## config.mk

```make
export PLATFORM = sky130hd
export DESIGN_NAME = if_id_queue
export DESIGN_NICKNAME = d
export VERILOG_FILES = /design/src/rtl/if_pkg.sv /design/src/rtl/ifq_storage.sv /design/src/rtl/if_id_queue.sv
export SDC_FILE = /design/constraint.sdc
export NUM_CORES = 1
export LEC_CHECK = 0
export ABC_AREA = 1
export BUFFER_PORTS_ARGS = -buffer_cell sky130_fd_sc_hd__buf_2
export CAP_MARGIN = 20
export CORE_MARGIN = 5
export CORE_UTILIZATION = 46
export CTS_BUF_LIST = sky130_fd_sc_hd__clkbuf_8
export CTS_CLUSTER_SIZE = 40
export DETAILED_ROUTE_END_ITERATION = 10
export PLACE_DENSITY = 0.75
export SLEW_MARGIN = 0
export SYNTH_ARGS = -nofsm -noshare
export SYNTH_HDL_FRONTEND = slang
export SYNTH_SLANG_ARGS = --single-unit
```

## constraint.sdc

```tcl
create_clock -name clk -period 4.45 [get_ports clk]
set_clock_uncertainty 0.1 [all_clocks]
set_input_delay 0.6675 -clock clk [delete_from_list [all_inputs] [get_ports clk]]
set_output_delay 0.6675 -clock clk [all_outputs]
set_load 0.05 [all_outputs]
```

## src/rtl/if_pkg.sv

```systemverilog
`default_nettype none
// ============================================================================
// Module      : if_pkg
// Description : Shared types and constants for the fetch/decode queue.
// Revision    : 1.0 - initial release
// ============================================================================
package if_pkg;
    localparam int XLEN = 32;
    localparam logic [XLEN-1:0] NOP_INSTR = 32'h0000_0013;

    typedef struct packed {
        logic [XLEN-1:0] pc;
        logic [XLEN-1:0] instr;
    } if_entry_t;
endpackage
`default_nettype wire

```

## src/rtl/ifq_storage.sv

```systemverilog
`default_nettype none
// ============================================================================
// Module      : ifq_storage
// Description : DEPTH-entry register array, one write port, one async read.
// Revision    : 1.0 - initial release
// ============================================================================
module ifq_storage
    import if_pkg::*;
#(
    parameter int DEPTH = 4,
    localparam int PW   = $clog2(DEPTH)
) (
    input  logic          clk,
    input  logic          we,
    input  logic [PW-1:0] waddr,
    input  if_entry_t     wdata,
    input  logic [PW-1:0] raddr,
    output if_entry_t     rdata
);
    // Data only; control state lives in the queue, so no reset here.
    if_entry_t r_mem [DEPTH];

    always_ff @(posedge clk) begin
        if (we) begin
            r_mem[waddr] <= wdata;
        end
    end

    assign rdata = r_mem[raddr];
endmodule
`default_nettype wire

```

## src/rtl/if_id_queue.sv

```systemverilog
`default_nettype none
// ============================================================================
// Module      : if_id_queue
// Description : Fetch-to-decode instruction queue with flush; optional
//               zero-latency bypass when built with IFQ_BYPASS_EN.
// Revision    : 1.0 - initial release
// ============================================================================
module if_id_queue
    import if_pkg::*;
#(
    parameter int DEPTH = 4
) (
    input  logic                       clk,
    input  logic                       rst,
    input  logic                       in_valid,
    output logic                       in_ready,
    input  logic [XLEN-1:0]            in_pc,
    input  logic [XLEN-1:0]            in_instr,
    input  logic                       flush,
    output logic                       out_valid,
    input  logic                       out_ready,
    output logic [XLEN-1:0]            out_pc,
    output logic [XLEN-1:0]            out_instr,
    output logic [$clog2(DEPTH+1)-1:0] count
);
    localparam int PW = $clog2(DEPTH);
    localparam int CW = $clog2(DEPTH + 1);
    localparam logic [CW-1:0] c_FULL = CW'(DEPTH);

    logic [PW-1:0] r_wr_ptr;
    logic [PW-1:0] r_rd_ptr;
    logic [CW-1:0] r_count;

    if_entry_t w_wdata;
    if_entry_t w_head;
    logic      w_stored_valid;
    logic      w_bypass;
    logic      w_push;
    logic      w_pop;

    assign w_wdata        = '{pc: in_pc, instr: in_instr};
    assign w_stored_valid = (r_count != '0);

`ifdef IFQ_BYPASS_EN
    // An empty queue hands the incoming entry straight to decode without storing it.
    assign w_bypass = w_stored_valid ? 1'b0 : (in_valid & out_ready & ~flush);
`else
    assign w_bypass = 1'b0;
`endif

    assign in_ready  = (r_count != c_FULL);
    assign out_valid = w_stored_valid | w_bypass;
    assign w_push    = in_valid & in_ready & ~flush & ~w_bypass;
    assign w_pop     = w_stored_valid & out_ready & ~flush;
    assign count     = r_count;

    always_comb begin
        out_pc    = '0;
        out_instr = NOP_INSTR;
        if (w_bypass) begin
            out_pc    = in_pc;
            out_instr = in_instr;
        end else if (w_stored_valid) begin
            out_pc    = w_head.pc;
            out_instr = w_head.instr;
        end
    end

    always_ff @(posedge clk or negedge rst) begin
        if (!rst) begin
            r_wr_ptr <= '0;
            r_rd_ptr <= '0;
            r_count  <= '0;
        end else if (flush) begin
            r_wr_ptr <= '0;
            r_rd_ptr <= '0;
            r_count  <= '0;
        end else begin
            if (w_push) begin
                r_wr_ptr <= r_wr_ptr + PW'(1);
            end
            if (w_pop) begin
                r_rd_ptr <= r_rd_ptr + PW'(1);
            end
            if (w_push && !w_pop) begin
                r_count <= r_count + CW'(1);
            end else if (w_pop && !w_push) begin
                r_count <= r_count - CW'(1);
            end
        end
    end

    ifq_storage #(
        .DEPTH (DEPTH)
    ) u_storage (
        .clk   (clk),
        .we    (w_push),
        .waddr (r_wr_ptr),
        .wdata (w_wdata),
        .raddr (r_rd_ptr),
        .rdata (w_head)
    );
endmodule
`default_nettype wire

```

==> impl_metrics.toml, run 1 <==
[run_status]
status = "complete, no violations"

[cells_and_area]
drive_gt1_share_pct = 21.8
fillers = 1883
layoutNonFillerInstCount = 1286
syn_to_final_growth_pct = 16.9
antenna_cells = 0
layout.nets = 1042

[worst_setup_path]
start_kind = "flop"
critPathRequiredTime_ps = 3680
path_cells = "inv_2 > buf_4 > nor2_1 > o21ai_0 > a21oi_1 > buf_2"
critical_path_class = "reg -> out"
r2r_cells = 7
cp-end-kind = "output port"
max_stage_delay_ps = 690
arrival_ps = 2540
crit_fanout = 49
cp_slowest_cell = "inv_2"

[clock_tree]
clk_latency_ps = 530
cts-buffers-inserted = 44
h-tree-depth = 2
root_buffer = "clkbuf_8"
cts_sinks = 263
cts_resized = 0
cts_tree = "yes"
clk_pin_slew_worst_paths_ps = 60
cts_max_path_buffers = 3

[route]
avgRoutedWirePerCell_um = 17.8
routed_wirelength_um = 22900
antenna_left = 0
viasPerCell = 5.19
drt_first_pass_iters = 5
vias = 6675
drc = 0
drt_iter0_markers = 555

[logic_synthesis]
syn_inst = 817
yosysMostFrequentCell = "nor2_1"
synth_edf_count = 256
synth_cell_type_count = 24
ys.flop_type = "edfxtp_1"
synth_top_area_cell = "edfxtp_1"
ys_seq_area_share_pct = 75.9
synth_area_um2 = 10400
async_flop_share_pct = 2.66
synth_area_leaders = "edfxtp_1 74%, nor2_1 9.5%, o21ai_0 6.1%"
ys_top_cells_by_count = "261 x nor2_1, 256 x edfxtp_1, 126 x o21ai_0"
syn_nets = 891
synth.yosys.warnings = 0
ys_ff_latch = 263
synth_top_area_share_pct = 74.2
avgSynthCellArea_um2 = 12.7

[power_and_ir_drop]
ir_drop_mv = 0.458
power_mw = 8.25
leakagePower_nw = 4.48
pwr_density_cell_nw_per_um2 = 680

[timing]
slew_headroom_pct = 32.3
hold_violations = 0
worstMarginPinSlew_ps = 1010
setup_violations = 0
hold_ws_ps = 242
timing.fmax_mhz = 302
maxSlewViolCount = 0
post-route-period-util_pct = 74.4
rsz0062_at_grt = "no"
fin_tns_setup_ps = 0
min_period_ps = 3310

[hold_path]
whs_path_depth = 1
hp-class = "in -> reg"

[die]
dieWidth_um = 160
rows = 55
start_util_pct = 46.2
die_h_um = 160
coreArea_um2 = 22400
num_io_pins = 138
die_area_um2 = 25600

[grt]
grtUsageTotal_pct = 17.6
grt_antenna_before_repair = 1
grt_start_max_net_pins = 130
first_global_vias = 6862
grt.overflow.total = 0
grt_pass1_wl_um = 36200

[placed_design]
io_buffers = 137
hpwl_um = 13100
place_inst = 1206
place_congestion = 0.755

[run]
maxCapViolCount = 0
layout by cell type (no fill, tap or decap), types with 5 or more instances in the layout:
cell type  Yosys  final
a21oi_1       65     65
buf_2          7    137
buf_4         14     13
clkbuf_8       0     44
clkinv_1       0     14
clkinv_2       0      5
dfrtp_1        7      5
edfxtp_1     256    256
inv_1         16     28
nand2_1       16     16
nor2_1       261    257
nor2_4         1      5
o21ai_0      126    126
stage by stage:
step                worst slack, ps  utilization (%)  area [um2]
floorplan                      -450                -       10400
global placement               1600             50.5       11300
detailed placement             1570             50.5       11300
CTS                            1080             54.0       12100
global route                    945             54.0       12100
finish                         1140             54.0       12100
worst paths after layout:
path | startpoint | end | slack [ps]
min in group asynchronous | rst | count[2] | 420
hold reg to reg | count[0] | count[0] | 510
max in group asynchronous | rst | r_rd_ptr[0] | 3650
hold / removal | in_pc[29] | u_storage.r_mem[2][61] | 240
setup / recovery | r_rd_ptr[1] | out_pc[15] | 1140
setup reg to reg | count[1] | u_storage.r_mem[3][41] | 1810
cell families (layout without fill, tap and decap cells):
logic type / after synthesis / after routing / share of synthesized area, %
XOR/XNOR: 1 / 1 / 0.0845
adder cells (fa/ha/maj): 5 / 5 / 0.676
AND/OR/NAND/NOR: 285 / 285 / 10.6
flip-flops: 263 / 263 / 75.9
buffers and inverters: 66 / 250 / 3.13
AO/OA/AOI/OAI: 197 / 197 / 9.66
worst max-delay path, delay by kind of cell (launching register included):
| kind | cells | cell delay [ps] |
|---|---|---|
| compound gates | 2 | 210 |
| flops | 1 | 400 |
| buf+inv | 3 | 1320 |
| simple gates | 1 | 70 |
per-layer routing:
layer	part of all wire, %	GRT usage, %
met1	42	22.7
met2	50	29.9
met3	6.1	4.28
met4	1.5	5.12
met5	0.048	0
flip-flops by register name, indices dropped and copies added (netlist names):
signal,cells
u_storage.r_mem,256
r_wr_ptr,2
count,3
r_rd_ptr,2
final cells by class:
class / count / area, um2 / area share (%)
flip-flops and latches: 263 / 7870 / 64.9
multi-input cells: 488 / 2210 / 18.2
clock inverters: 35 / 179 / 1.48
repair buffers: 153 / 833 / 6.88
inverters: 18 / 68.8 / 0.568
well taps: 285 / 357 / 2.94
clock buffers: 44 / 606 / 5.00
where the power goes:
part | switching [mW] | internal [mW] | total [mW]
Sequential | 0.0528 | 2.89 | 2.95
Combinational | 2.73 | 0.673 | 3.41
Clock | 0.907 | 0.986 | 1.89
timing repair:
action / 4_1_cts / 5_1_grt
setup buffers: 0 / 0
hold buffers: 1 / 0
hold endpoints to repair: 7 / 0
Power figures use the tool's default switching activity.
==> inputs of run 2 (changes only) <==
--- a/config.mk
+++ b/config.mk
@@ -5,7 +5,7 @@
 export SDC_FILE = /design/constraint.sdc
 export NUM_CORES = 1
 export LEC_CHECK = 0
-export ABC_AREA = 1
+export ABC_AREA = 0
 export BUFFER_PORTS_ARGS = -buffer_cell sky130_fd_sc_hd__buf_2
 export CAP_MARGIN = 20
 export CORE_MARGIN = 5
==> constraint.sdc (replaced) <==
create_clock -name clk -period 2.9 [get_ports clk]
set_clock_uncertainty 0.1 [all_clocks]
set_input_delay 0.435 -clock clk [delete_from_list [all_inputs] [get_ports clk]]
set_output_delay 0.435 -clock clk [all_outputs]
set_load 0.05 [all_outputs]
==> impl_metrics.toml, run 2 <==
[worst_setup_path]
start_kind = "flop"
crit_buf_inv = 2
cp_top_family = "multiplexers"
r2r_cells = 7
r2r_setup_slack_ps = 330
crit_fanout = 27
cp-end-kind = "output port"
reg2reg_from = "count[2]"
r2r-end = "count[2]"
crit_cells = 4
path_cells = "buf_16 > mux4_2 > and2_1 > buf_2"
arrival_ps = 2210
critical_path_class = "reg -> out"
max_stage_delay_ps = 530
cp_slowest_cell = "mux4_2"
critPathRequiredTime_ps = 2370

[die]
die_h_um = 159
die_area_um2 = 25300
coreArea_um2 = 21800
rows = 54
start_util_pct = 46.7
dieWidth_um = 159
num_io_pins = 138

[grt]
grtUsageTotal_pct = 15.5
grt_antenna_before_repair = 2
grt_pass1_wl_um = 31100
grt_start_max_net_pins = 41
first_global_vias = 5753
grt.overflow.total = 0

[clock_tree]
cts_tree = "yes"
h-tree-depth = 2
root_buffer = "clkbuf_8"
cts-buffers-inserted = 43
clk_latency_ps = 520
cts_max_path_buffers = 3
cts_sinks = 263
clk_pin_slew_worst_paths_ps = 60

[logic_synthesis]
ys_ff_latch = 263
synth_top_area_cell = "edfxtp_1"
synth_edf_count = 256
synth_area_leaders = "edfxtp_1 75%, mux4_2 14%, and2_1 4.0%"
synth_cell_type_count = 31
yosysMostFrequentCell = "edfxtp_1"
avgSynthCellArea_um2 = 21.8
synth.yosys.warnings = 0
ys.flop_type = "edfxtp_1"
async_flop_share_pct = 2.66
synth_area_um2 = 10200
synth_top_area_share_pct = 75.4
syn_inst = 467
ys_top_cells_by_count = "256 x edfxtp_1, 66 x and2_1, 64 x mux4_2"
ys_seq_area_share_pct = 77.1
syn_nets = 541

[timing]
hold_violations = 0
post-route-period-util_pct = 94.5
maxSlewViolCount = 0
slew_headroom_pct = 64.1
timing.fmax_mhz = 365
worstMarginPinSlew_ps = 534
setup_violations = 0
rsz0062_at_grt = "no"
fin_tns_setup_ps = 0
min_period_ps = 2740

[power_and_ir_drop]
ir_drop_mv = 0.619
p_int_mw = 7.32
power.switching_mw = 4.52
leakagePower_nw = 4.36
sw_frac_of_total_pct = 38.2
pwr_density_cell_nw_per_um2 = 948
power_frac_comb_pct = 38.2
p_seq_share_pct = 38.0
share_clk_of_total_power_pct = 23.8

[run_status]
status = "complete, no violations"

[route]
routed_wirelength_um = 19500
drt_first_pass_iters = 4
antenna_left = 0
avgRoutedWirePerCell_um = 19.9
drt_iter0_markers = 274
drc = 0
viasPerCell = 5.15
vias = 5063

[hold_path]
whs_path_depth = 1
worstHoldStart = "in_instr[19]"
hold_end = "u_storage.r_mem[3][19]"
hp-class = "in -> reg"

[placed_design]
post_dp_cell_area_um2 = 11400
io_buffers = 137
place_congestion = 0.736
hpwl_um = 11900

[cells_and_area]
regMostFlops = "u_storage.r_mem"
finish.utilization_pct = 57.2
syn_to_final_growth_pct = 22.5
multi_input_area_um2 = 2180
finalInstanceArea_um2 = 12500
layout_common_cells = "256 x edfxtp_1, 137 x buf_2, 64 x mux4_2, 62 x and2_1, 44 x clkbuf_8"
layout.nets = 749
drive_gt1_share_pct = 39.7
fillers = 1624
layout_commonest_cell = "edfxtp_1"
largest_reg_flops = 256
regArea_um2 = 7870

[run]
maxCapViolCount = 0
[run 2: cell count changes in the layout (fill, tap and decap cells not counted), moves of 16 or more]
| cell | before | now |
|---|---|---|
| nor2_1 | 257 | 9 |
| o21ai_0 | 126 | 3 |
| mux4_2 | 0 | 64 |
| a21oi_1 | 65 | 2 |
| and2_1 | 0 | 62 |
| dlygate4sd3_1 | 1 | 35 |
| nand2_1 | 16 | 0 |
[run 2: cells by family (layout without fill, tap and decap cells)]
logic type | after synthesis | in the layout | synth area share [%]
xor+xnor | 2 | 2 | 0.172
fa+ha+maj | 5 | 5 | 0.687
compound gates | 13 | 13 | 0.945
flops | 263 | 263 | 77.1
simple gates | 84 | 84 | 4.97
mux | 67 | 67 | 14.5
buf+inv | 33 | 268 | 1.69
other cells | 0 | 1 | 0
[run 2: layer usage]
metal / up-vias / wire length [um] / GRT usage [%]
met5: - / 7 / 0
met4: 2 / 410 / 4.92
met3: 39 / 1210 / 4.02
met2: 155 / 9830 / 26.4
met1: 2559 / 8080 / 19.5
li1: 2308 / - / -
[run 2: how the worst max path moves through the flow]
stage                      startpoint             to
after global placement    r_rd_ptr[0]      out_pc[2]
after global routing      r_rd_ptr[0]      out_pc[0]
after detailed placement     count[2]       count[2]
after CTS                    count[0]     out_pc[14]
after floorplan              count[0]     out_pc[22]
final                     r_rd_ptr[0]  out_instr[30]
[run 2: area by class of cell]
type	count	area share, %
clock inverters	28	1.19
repair buffers	188	10.4
diodes	1	0.0200
flip-flops and latches	263	63.0
clock buffers	44	4.85
inverters	8	0.260
well taps	280	2.80
multi-input cells	171	17.5
[run 2: worst reg2reg max path, stage by stage (launching register included)]
cell and delay, ps:
dfrtp_1 520, nor3b_1 410, nor3_1 180, and2_1 190, fa_1 420, and3b_1 240, a21o_1 160, a211oi_1 250
[run 2: repair_timing]
| action | in CTS | in global routing |
|---|---|---|
| hold buffers | 34 | 1 |
| gates resized for setup | 1 | 3 |
| hold endpoints to repair | 126 | 4 |
| gates cloned | 0 | 0 |
| setup buffers | 2 | 0 |
| endpoints found under the setup margin | 33 | 38 |
[run 2: power by group through the flow]
| stage | registers, mW | logic, mW | clock network, mW |
|---|---|---|---|
| CTS | 4.49 | 4.60 | 2.91 |
| detailed placement | 4.60 | 4.50 | 0 |
| global route | 4.51 | 4.80 | 3.11 |
| floorplan | 4.57 | 3.43 | 0 |
| finish | 4.50 | 4.52 | 2.82 |
| global placement | 4.58 | 4.45 | 0 |
[run 2: per-stage QoR]
stage / hold WS (ps) / total power [mW] / worst slack, ps / cells
floorplan: 39.4 / 8.00 / 96.3 / 467
global placement: 171 / 9.03 / 514 / 873
detailed placement: 179 / 9.09 / 451 / 873
CTS: 0.0851 / 12.0 / 5.05 / 981
global route: 1.42 / 12.4 / 72.5 / 983
finish: 31.7 / 11.8 / 160 / 983
==> inputs of run 3 (changes only) <==
--- a/config.mk
+++ b/config.mk
@@ -14,6 +14,7 @@
 export CTS_CLUSTER_SIZE = 40
 export DETAILED_ROUTE_END_ITERATION = 10
 export PLACE_DENSITY = 0.75
+export REMOVE_ABC_BUFFERS = 1
 export SLEW_MARGIN = 0
 export SYNTH_ARGS = -nofsm -noshare
 export SYNTH_HDL_FRONTEND = slang
==> impl_metrics.toml, run 3 (synthesis gave the netlist of run 2 again) <==
[placed_design]
place_congestion = 0.788
io_buffers = 137
place_inst = 867
hpwl_um = 10900
place_ws_ps = 367

[cells_and_area]
antenna_cells = 0
drive_gt1_share_pct = 38.9
layoutNonFillerInstCount = 972
syn_to_final_growth_pct = 21.6
largest_reg_flops = 256
fillers = 1638
layout.nets = 738
layout_common_cells = "256 x edfxtp_1, 137 x buf_2, 64 x mux4_2, 62 x and2_1, 45 x clkbuf_8"
regMostFlops = "u_storage.r_mem"
layout_commonest_cell = "edfxtp_1"

[grt]
grt.overflow.total = 0
grt_pass1_wl_um = 30500
first_global_vias = 5698
grtUsageTotal_pct = 15.0
grt_start_max_net_pins = 66
grt_antenna_before_repair = 0

[route]
avgRoutedWirePerCell_um = 19.8
routed_wirelength_um = 19200
antenna_left = 0
drc = 0
drt_iter0_markers = 286
vias = 5154
drt_first_pass_iters = 5
viasPerCell = 5.30

[clock_tree]
cts-buffers-inserted = 43
cts_sinks = 263
cts_max_path_buffers = 3
postCtsSetupBuffers = 0
clk_pin_slew_worst_paths_ps = 60
root_buffer = "clkbuf_8"
h-tree-depth = 2
clk_latency_ps = 520
cts_tree = "yes"

[power_and_ir_drop]
power_frac_comb_pct = 37.3
leakagePower_nw = 4.34
sw_frac_of_total_pct = 37.5
power_mw = 12.0
p_int_mw = 7.47
ir_drop_mv = 0.703
p_seq_share_pct = 37.5
pwr_density_cell_nw_per_um2 = 964
share_clk_of_total_power_pct = 25.2
power.switching_mw = 4.49

[die]
start_util_pct = 46.7
die_h_um = 159
num_io_pins = 138
coreArea_um2 = 21800
die_area_um2 = 25300
rows = 54
dieWidth_um = 159

[timing]
worstMarginPinSlew_ps = 470
post-route-period-util_pct = 95.5
fin_tns_setup_ps = 0
hold_ws_ps = 40.0
min_period_ps = 2770
setup_violations = 0
rsz0062_at_grt = "no"
fin_ws_ps = 131
hold_violations = 0
timing.fmax_mhz = 361
maxSlewViolCount = 0
slew_headroom_pct = 68.3

[hold_path]
whs_path_depth = 1
worstHoldStart = "in_instr[21]"
hp-class = "in -> reg"
hold_end = "u_storage.r_mem[2][21]"

[worst_setup_path]
reg2reg_from = "count[2]"
critical_path_class = "reg -> out"
r2r-end = "count[2]"
critPathRequiredTime_ps = 2370
arrival_ps = 2230
r2r_cells = 7
start_kind = "flop"
r2r_setup_slack_ps = 320
crit_fanout = 31
cp-end-kind = "output port"
startpoint = "r_rd_ptr[0]"

[run]
maxCapViolCount = 0

[run_status]
status = "complete, no violations"
[run 3: cell count changes in the layout (fill, tap and decap cells not counted), moves of 2 or more]
| cell | before | now |
|---|---|---|
| bufinv_16 | 1 | 3 |
| buf_4 | 5 | 0 |
| buf_12 | 10 | 8 |
| clkinv_1 | 11 | 7 |
| dlygate4sd3_1 | 35 | 32 |
| inv_1 | 16 | 23 |
| clkinv_2 | 4 | 1 |
[run 3: worst max path at each step]
| stage | end | slack (ps) | cells past startpoint |
|---|---|---|---|
| after floorplan | out_instr[0] | -1280 | 2 |
| after global placement | count[2] | 560 | 7 |
| after detailed placement | count[2] | 370 | 7 |
| after CTS | out_instr[1] | 50 | 4 |
| after global routing | out_instr[1] | 10 | 4 |
| final | out_instr[1] | 130 | 4 |
[run 3: cell type report]
cell class,instances,area (um2),share of cell area [%]
clock inverter,28,189,1.52
clock buffer,45,619,4.99
timing repair buffer,177,1170,9.40
inverter,8,32.5,0.262
sequential,263,7870,63.5
tap,280,350,2.82
multi-input combinational,171,2170,17.5
[run 3: layer usage]
metal	vias up	global-route usage [%]	share of wire, %
met1	2617	18.5	39
li1	2294	-	-
met5	-	0	0
met3	34	4.38	7.7
met2	209	26.2	52
met4	0	4.11	1.7
[run 3: power groups by stage]
stage	registers (mW)	clock network, mW	logic [mW]
after floorplan	4.79	0	3.15
after global placement	4.54	0	4.44
after detailed placement	4.56	0	4.48
after CTS	4.49	3.13	4.54
after global routing	4.50	3.33	4.73
final	4.49	3.02	4.46
[run 3: worst max-delay path, stage by stage, from the launching register on]
cell,delay [ps]
dfrtp_4,440
buf_12,250
mux4_2,540
or2_1,240
buf_2,220
[run 3: repair_timing]
item	CTS	global route
endpoints found under the hold margin	118	0
gates resized for setup	1	0
endpoints found under the setup margin	1	0
hold buffers	32	0
[run 3: through the flow]
stage,cell area [um2],util (%)
3_3_place_gp,11300,51.6
3_5_place_dp,11300,51.6
6_report,12400,56.8
2_1_floorplan,10100,-
4_1_cts,12400,56.8
5_1_grt,12400,56.8
